**config.mk**
```make
export PLATFORM = sky130hd
export DESIGN_NAME = mem_burst_arbiter
export DESIGN_NICKNAME = d
export VERILOG_FILES = /design/src/rtl/mem_burst_arbiter.sv
export SDC_FILE = /design/constraint.sdc
export NUM_CORES = 1
export LEC_CHECK = 0
export BUFFER_PORTS_ARGS = -buffer_cell sky130_fd_sc_hd__buf_2
export CORE_AREA = 2 2 136 138
export DETAILED_ROUTE_END_ITERATION = 10
export DIE_AREA = 0 0 138 140
export GPL_TIMING_DRIVEN = 0
export MAX_ROUTING_LAYER = met4
export SETUP_SLACK_MARGIN = 0.05
export SYNTH_ARGS = -nofsm -noshare
export SYNTH_HDL_FRONTEND = slang
export SYNTH_SLANG_ARGS = --single-unit
```
**constraint.sdc**
```tcl
create_clock -name clk_in -period 2.35 [get_ports clk_in]
set_input_delay 0 -clock clk_in [delete_from_list [all_inputs] [get_ports clk_in]]
set_output_delay 0 -clock clk_in [all_outputs]
set_load 0.02 [all_outputs]
```
**src/rtl/mem_burst_arbiter.sv**
```systemverilog
// mem_burst_arbiter
// Round-robin arbiter that lets NUM_CH requesters share one synchronous RAM
// port with multi-beat read/write bursts (one beat per cycle).
//
// State table:
//   state | meaning
//   IDLE  | no burst owner; arbitrate among req_in, grant takes effect next edge
//   BURST | issuing beats of the latched burst, one address per cycle
//   DRAIN | read burst fully issued; waiting for the last RAM_LAT returns
//
// Ports:
//   clk_in, rst_n_in            clock, async active-low reset
//   req_in/we_in/addr_in/len_in per-channel burst request and fields
//   wdata_in                    per-channel current write beat
//   gnt_out                     one-hot burst owner
//   wack_out                    write beat consumed this cycle
//   rvalid_out/rdata_out        read beat return
//   done_out                    pulse with the final beat of a burst
//   mem_*                       RAM port (read data arrives RAM_LAT later)
module mem_burst_arbiter #(
  parameter int NUM_CH     = 3,
  parameter int ADDR_WIDTH = 32,
  parameter int DATA_WIDTH = 32,
  parameter int LEN_WIDTH  = 4,
  parameter int STRIDE     = 4,
  parameter int RAM_LAT    = 1
) (
  input  logic                         clk_in,
  input  logic                         rst_n_in,
  input  logic [NUM_CH-1:0]            req_in,
  input  logic [NUM_CH-1:0]            we_in,
  input  logic [NUM_CH*ADDR_WIDTH-1:0] addr_in,
  input  logic [NUM_CH*LEN_WIDTH-1:0]  len_in,
  input  logic [NUM_CH*DATA_WIDTH-1:0] wdata_in,
  output logic [NUM_CH-1:0]            gnt_out,
  output logic [NUM_CH-1:0]            wack_out,
  output logic [NUM_CH-1:0]            rvalid_out,
  output logic [DATA_WIDTH-1:0]        rdata_out,
  output logic [NUM_CH-1:0]            done_out,
  output logic [ADDR_WIDTH-1:0]        mem_addr_out,
  output logic                         mem_we_out,
  output logic [DATA_WIDTH-1:0]        mem_wdata_out,
  input  logic [DATA_WIDTH-1:0]        mem_rdata_in
);

  localparam int IDX_W = (NUM_CH > 1) ? $clog2(NUM_CH) : 1;

  typedef enum logic [1:0] {IDLE, BURST, DRAIN} state_t;

  state_t                state_q, state_d;
  logic [IDX_W-1:0]      owner_q, last_q;
  logic                  we_q;
  logic [ADDR_WIDTH-1:0] addr_q;
  logic [LEN_WIDTH-1:0]  beats_q;     // beats remaining after the current one
  logic [RAM_LAT-1:0]    v_pipe, l_pipe;

  logic                  pick_valid;
  logic [IDX_W-1:0]      pick_idx;
  logic [NUM_CH-1:0]     owner_oh;
  logic                  in_burst, last_beat, rd_beat, wr_done, rd_done;
  int                    c;

  // Round-robin scan starting just after the previous owner.
  always_comb begin
    pick_valid = 1'b0;
    pick_idx   = '0;
    c          = 0;
    for (int i = 1; i <= NUM_CH; i++) begin
      c = (int'(last_q) + i) % NUM_CH;
      if (!pick_valid && req_in[c]) begin
        pick_valid = 1'b1;
        pick_idx   = IDX_W'(c);
      end
    end
  end

  assign in_burst  = (state_q == BURST);
  assign last_beat = in_burst && (beats_q == '0);
  assign rd_beat   = in_burst && !we_q;
  assign wr_done   = last_beat && we_q;
  // The oldest pipe stage lines up with mem_rdata_in for the beat it tracks.
  assign rd_done   = v_pipe[RAM_LAT-1] && l_pipe[RAM_LAT-1];

  always_ff @(posedge clk_in or negedge rst_n_in) begin
    if (!rst_n_in) state_q <= IDLE;
    else           state_q <= state_d;
  end

  always_comb begin
    state_d       = state_q;
    owner_oh      = {{(NUM_CH-1){1'b0}}, 1'b1} << owner_q;
    gnt_out       = '0;
    wack_out      = '0;
    rvalid_out    = '0;
    rdata_out     = '0;
    done_out      = '0;
    mem_addr_out  = '0;
    mem_we_out    = 1'b0;
    mem_wdata_out = '0;

    case (state_q)
      IDLE:  if (pick_valid) state_d = BURST;
      BURST: if (last_beat) state_d = we_q ? IDLE : DRAIN;
      DRAIN: if (rd_done) state_d = IDLE;
      default: state_d = IDLE;
    endcase

    if (state_q != IDLE) gnt_out = owner_oh;
    if (in_burst) begin
      mem_addr_out = addr_q;
      if (we_q) begin
        mem_we_out    = 1'b1;
        mem_wdata_out = wdata_in[int'(owner_q)*DATA_WIDTH +: DATA_WIDTH];
        wack_out      = owner_oh;
      end
    end
    if (v_pipe[RAM_LAT-1]) begin
      rvalid_out = owner_oh;
      rdata_out  = mem_rdata_in;
    end
    if (wr_done || rd_done) done_out = owner_oh;
  end

  always_ff @(posedge clk_in or negedge rst_n_in) begin
    if (!rst_n_in) begin
      owner_q <= '0;
      last_q  <= IDX_W'(NUM_CH-1);
      we_q    <= 1'b0;
      addr_q  <= '0;
      beats_q <= '0;
    end else if (state_q == IDLE) begin
      if (pick_valid) begin
        owner_q <= pick_idx;
        last_q  <= pick_idx;
        we_q    <= we_in[pick_idx];
        addr_q  <= addr_in[int'(pick_idx)*ADDR_WIDTH +: ADDR_WIDTH];
        beats_q <= len_in[int'(pick_idx)*LEN_WIDTH +: LEN_WIDTH];
      end
    end else if (in_burst) begin
      addr_q <= addr_q + ADDR_WIDTH'(STRIDE);
      if (beats_q != '0) beats_q <= beats_q - 1'b1;
    end
  end

  // Tracks in-flight read beats; cleared by reset so stale returns are dropped.
  always_ff @(posedge clk_in or negedge rst_n_in) begin
    if (!rst_n_in) begin
      v_pipe <= '0;
      l_pipe <= '0;
    end else begin
      v_pipe[0] <= rd_beat;
      l_pipe[0] <= rd_beat && last_beat;
      for (int i = 1; i < RAM_LAT; i++) begin
        v_pipe[i] <= v_pipe[i-1];
        l_pipe[i] <= l_pipe[i-1];
      end
    end
  end

endmodule
```
==> impl_results.md <==
- Hold Vio Cnt, Final: 1
- CP Launch Type: flop
- Crit-path max FO: 6
- EDFF count, synth: 0
- Syn nets: between 900 and 1000
- Switching share of power: 51.52%
- Detailed-route wire length per cell: 21.33 µm
- Site Rows: 49
- CTS max path bufs: 2
- Worst min path class: input port to flop
- GR peak layer: met2
- Setup Skew: 0.004937 ns
- Vias in the first global route: between 6000 and 7000
- Hold path start: addr_in[90]
- First-pass GRT wire length: 40.89 mm
- Critical path arrival: around 3 ns
- H-tree Lvls: 2
- Core area: 17780 µm²
- Violated checks: negative hold slack, negative setup slack
- Final wirelength: 27.70 mm
- Pwr/cell area: 1732 nW/µm²
- Flop and latch count out of synthesis: between 40 and 50
- Cell taking the most area after synthesis: dfrtp_1
- GP Congestion: between 0.9 and 1
- Status: complete, but fails checks
- Chip height: 140 µm
- CTS Buf Count: 5
- Largest net degree at the start of global routing: 45
- Drc violations: 0
- GR Layer Usage met2: 48.41%
- Primary FF master, synth: dfrtp_1
- Post-synthesis sequential area ratio: 22.27%
- First drt pass iteration count: 5
- Worst reg2reg path depth: 12
- Worst Tran Pin Value: 1.123 ns
- Top-count cell post-synth: nor2_1
- Combinational fraction of design power: 83.0%
- Max Cap Violations: 0
- NetSw: 0.007294 W
- Clock Latency Late Sink: 0.30 ns
- Clock power frac: under 10%
- Internal power: a little under 0.007 W
- Post-synth ARST share: 100.0%
- Max frequency: 0.3670 GHz
- DRT antenna net count: 0
- Area grow syn2layout: 65.17%
- Area contributors post-synth: dfrtp_1 (22%), mux2i_1 (12%), nor2_1 (8.9%)
- Final Max Tran Viols: 0
- PnR worst setup slack: -0.3745 ns
- R2R Setup Slk: -0.37 ns
- Die area: between 15000 and 20000 µm²
- Nets: approximately 1300
- RSZ-0062 raised after global routing: true
- Clock Sinks: 44
- Final period utilization: 115.9%
- Port bufs: 352
- Met3 global-route usage: 5.060%
- I/O pins: roughly 350
- Final setup fails: 39
- Fillers: roughly 1900
- Top cell type's share of synthesized area: approximately 22%
- Starting Density: 27.84%
- Maximum vdd ir drop: between 700 and 800 µV
- Core Util, Final: a little under half
- Critical R2R Capture: addr_q[19]
- Leakage: between 4 and 5 nW
- CP Launch Point: last_q[1]
- Routed via count: 6903
- Root buffer cell: clkbuf_16
- Flop pwr share: between 10% and 20%
- Hold slack: -0.001972 ns
- Library cells used by synthesis: 67
- Hold path cells: 3
- Grt ovf: 0
- Worst Hold End: addr_q[26]
- Critical path class: flop to flop
- Initial antenna violation count: 5
- Worst path required time: 2.57 ns
- Met1 usage: 34.79%
- Vias/cell: around 5.3
- Crit. End Element: flop
- Cells after Synth: between 600 and 700
- Final Critical Period: 2.725 ns
- Post-DP HPWL: 21.38 mm
- Relative slew margins: 25.11%
- Total GRT Usage: ~28%
- FF-to-FF Start: last_q[1]
- Mapped cell area: between 4000 and 5000 µm²
- Share of layout cells above drive strength 1: 48.21%
- CTS tree: yes
- Initial DRC count: slightly below 500
- Top cell types by occurrence after synthesis: nor2_1 (117), a21oi_1 (65), and2_1 (63)
- Reg clk slew, reported paths: 0.07 ns
- Die span in x: 138 µm
- Overall Power: 0.01416 W
- YS warnings: 0
- Mean Syn Cell Area: approximately 7.5 µm²
[worst max-delay path, stage by stage, from the launching register on]
cell and delay, ns:
dfstp_2 0.59, inv_2 0.07, ha_4 0.20, mux2i_4 0.20
o221ai_2 0.23, a31oi_4 0.12, or2_4 0.27, buf_8 0.15
buf_12 0.14, buf_12 0.13, buf_12 0.14, mux2i_4 0.19
a211oi_2 0.21
[layout by cell type, fill, tap and decap left out, types with 4 or more instances in the layout]
cell / instances
o211ai_1: 4
and2_1: 63
buf_6: 8
clkbuf_1: 18
diode_2: 6
nand3_1: 16
and3_1: 8
mux2i_4: 8
buf_12: 8
nand2_1: 27
a21oi_1: 60
clkbuf_16: 5
ha_1: 4
buf_4: 31
a211oi_2: 12
o22ai_1: 9
nor2_1: 114
mux2_2: 4
nor4_4: 5
buf_2: 353
o221ai_1: 6
dfrtp_1: 42
a21o_1: 4
a221o_1: 9
buf_8: 4
mux2i_1: 42
nand4_1: 13
o21ai_0: 24
nor3_1: 7
a221oi_2: 4
a31oi_1: 6
clkbuf_4: 6
inv_1: 12
dlygate4sd3_1: 7
mux2i_2: 11
clkbuf_2: 9
or3_1: 9
[metal layers]
metal / vias up / routed length (µm)
met5: - / 0
met4: 0 / 501
met2: 385 / 13760
li1: 3221 / -
met1: 3269 / 11070
met3: 28 / 2370
[cell families after synthesis]
family | after synthesis | synth area share (%)
simple gates | 294 | 30.11
flops | 44 | 22.27
buf+inv | 67 | 6.471
xor+xnor | 1 | 0.1770
fa+ha+maj | 7 | 1.769
mux | 68 | 14.00
compound gates | 179 | 25.20
[area by class of cell]
type	instances	area [µm²]	area share [%]
multi-input cells	549	3955	48.38
repair buffers	398	2232	27.30
flip-flops and latches	44	1104	13.50
plain buffers	50	382.9	4.683
well taps	229	286.5	3.505
clock buffers	6	128.9	1.576
inverters	15	58.81	0.7193
diodes	6	15.01	0.1837
clock inverters	2	12.51	0.1530
[state kept, by name, summed over array words and instances (netlist names)]
signal / flops
v_pipe: 1
we_q: 1
addr_q: 32
beats_q: 4
state_q: 2
l_pipe: 1
last_q: 1
owner_q: 2
[metrics by stage]
step / setup slack (ns) / instances / instance area [µm²] / TNS [ns]
2_1_floorplan: -0.1961 / 660 / 4997 / -4.708
3_3_place_gp: -0.8420 / 1241 / 7046 / -41.18
3_5_place_dp: -0.8885 / 1241 / 7046 / -43.52
4_1_cts: -0.3777 / 1285 / 7983 / -11.87
5_1_grt: -0.4608 / 1297 / 8170 / -14.64
6_report: -0.3745 / 1299 / 8175 / -11.08
[power groups by stage]
stage                     Clock, W  Combinational [W]  Sequential, W
after floorplan                  0            0.00607        0.00147
after global placement           0            0.00875        0.00163
after detailed placement         0            0.00879        0.00164
after CTS                 0.000731             0.0115        0.00163
after global routing      0.000752             0.0125        0.00173
final                     0.000732             0.0118        0.00167
[how the worst max path moves through the flow]
stage                      end  depth (start not counted)
finish              addr_q[19]                         12
global route        addr_q[19]                         12
CTS                 addr_q[22]                         12
detailed placement  addr_q[10]                         12
global placement    addr_q[10]                         12
floorplan           addr_q[31]                         10
[repair_timing]
item | 4_1_cts | 5_1_grt
setup buffers | 25 | 11
setup endpoints to repair | 107 | 77
gates cloned | 5 | 1
resized for setup | 88 | 61
hold endpoints to repair | 48 | 0
pin swaps | 22 | 21
hold buffers | 7 | 0
(Power assumes the default switching activity.)
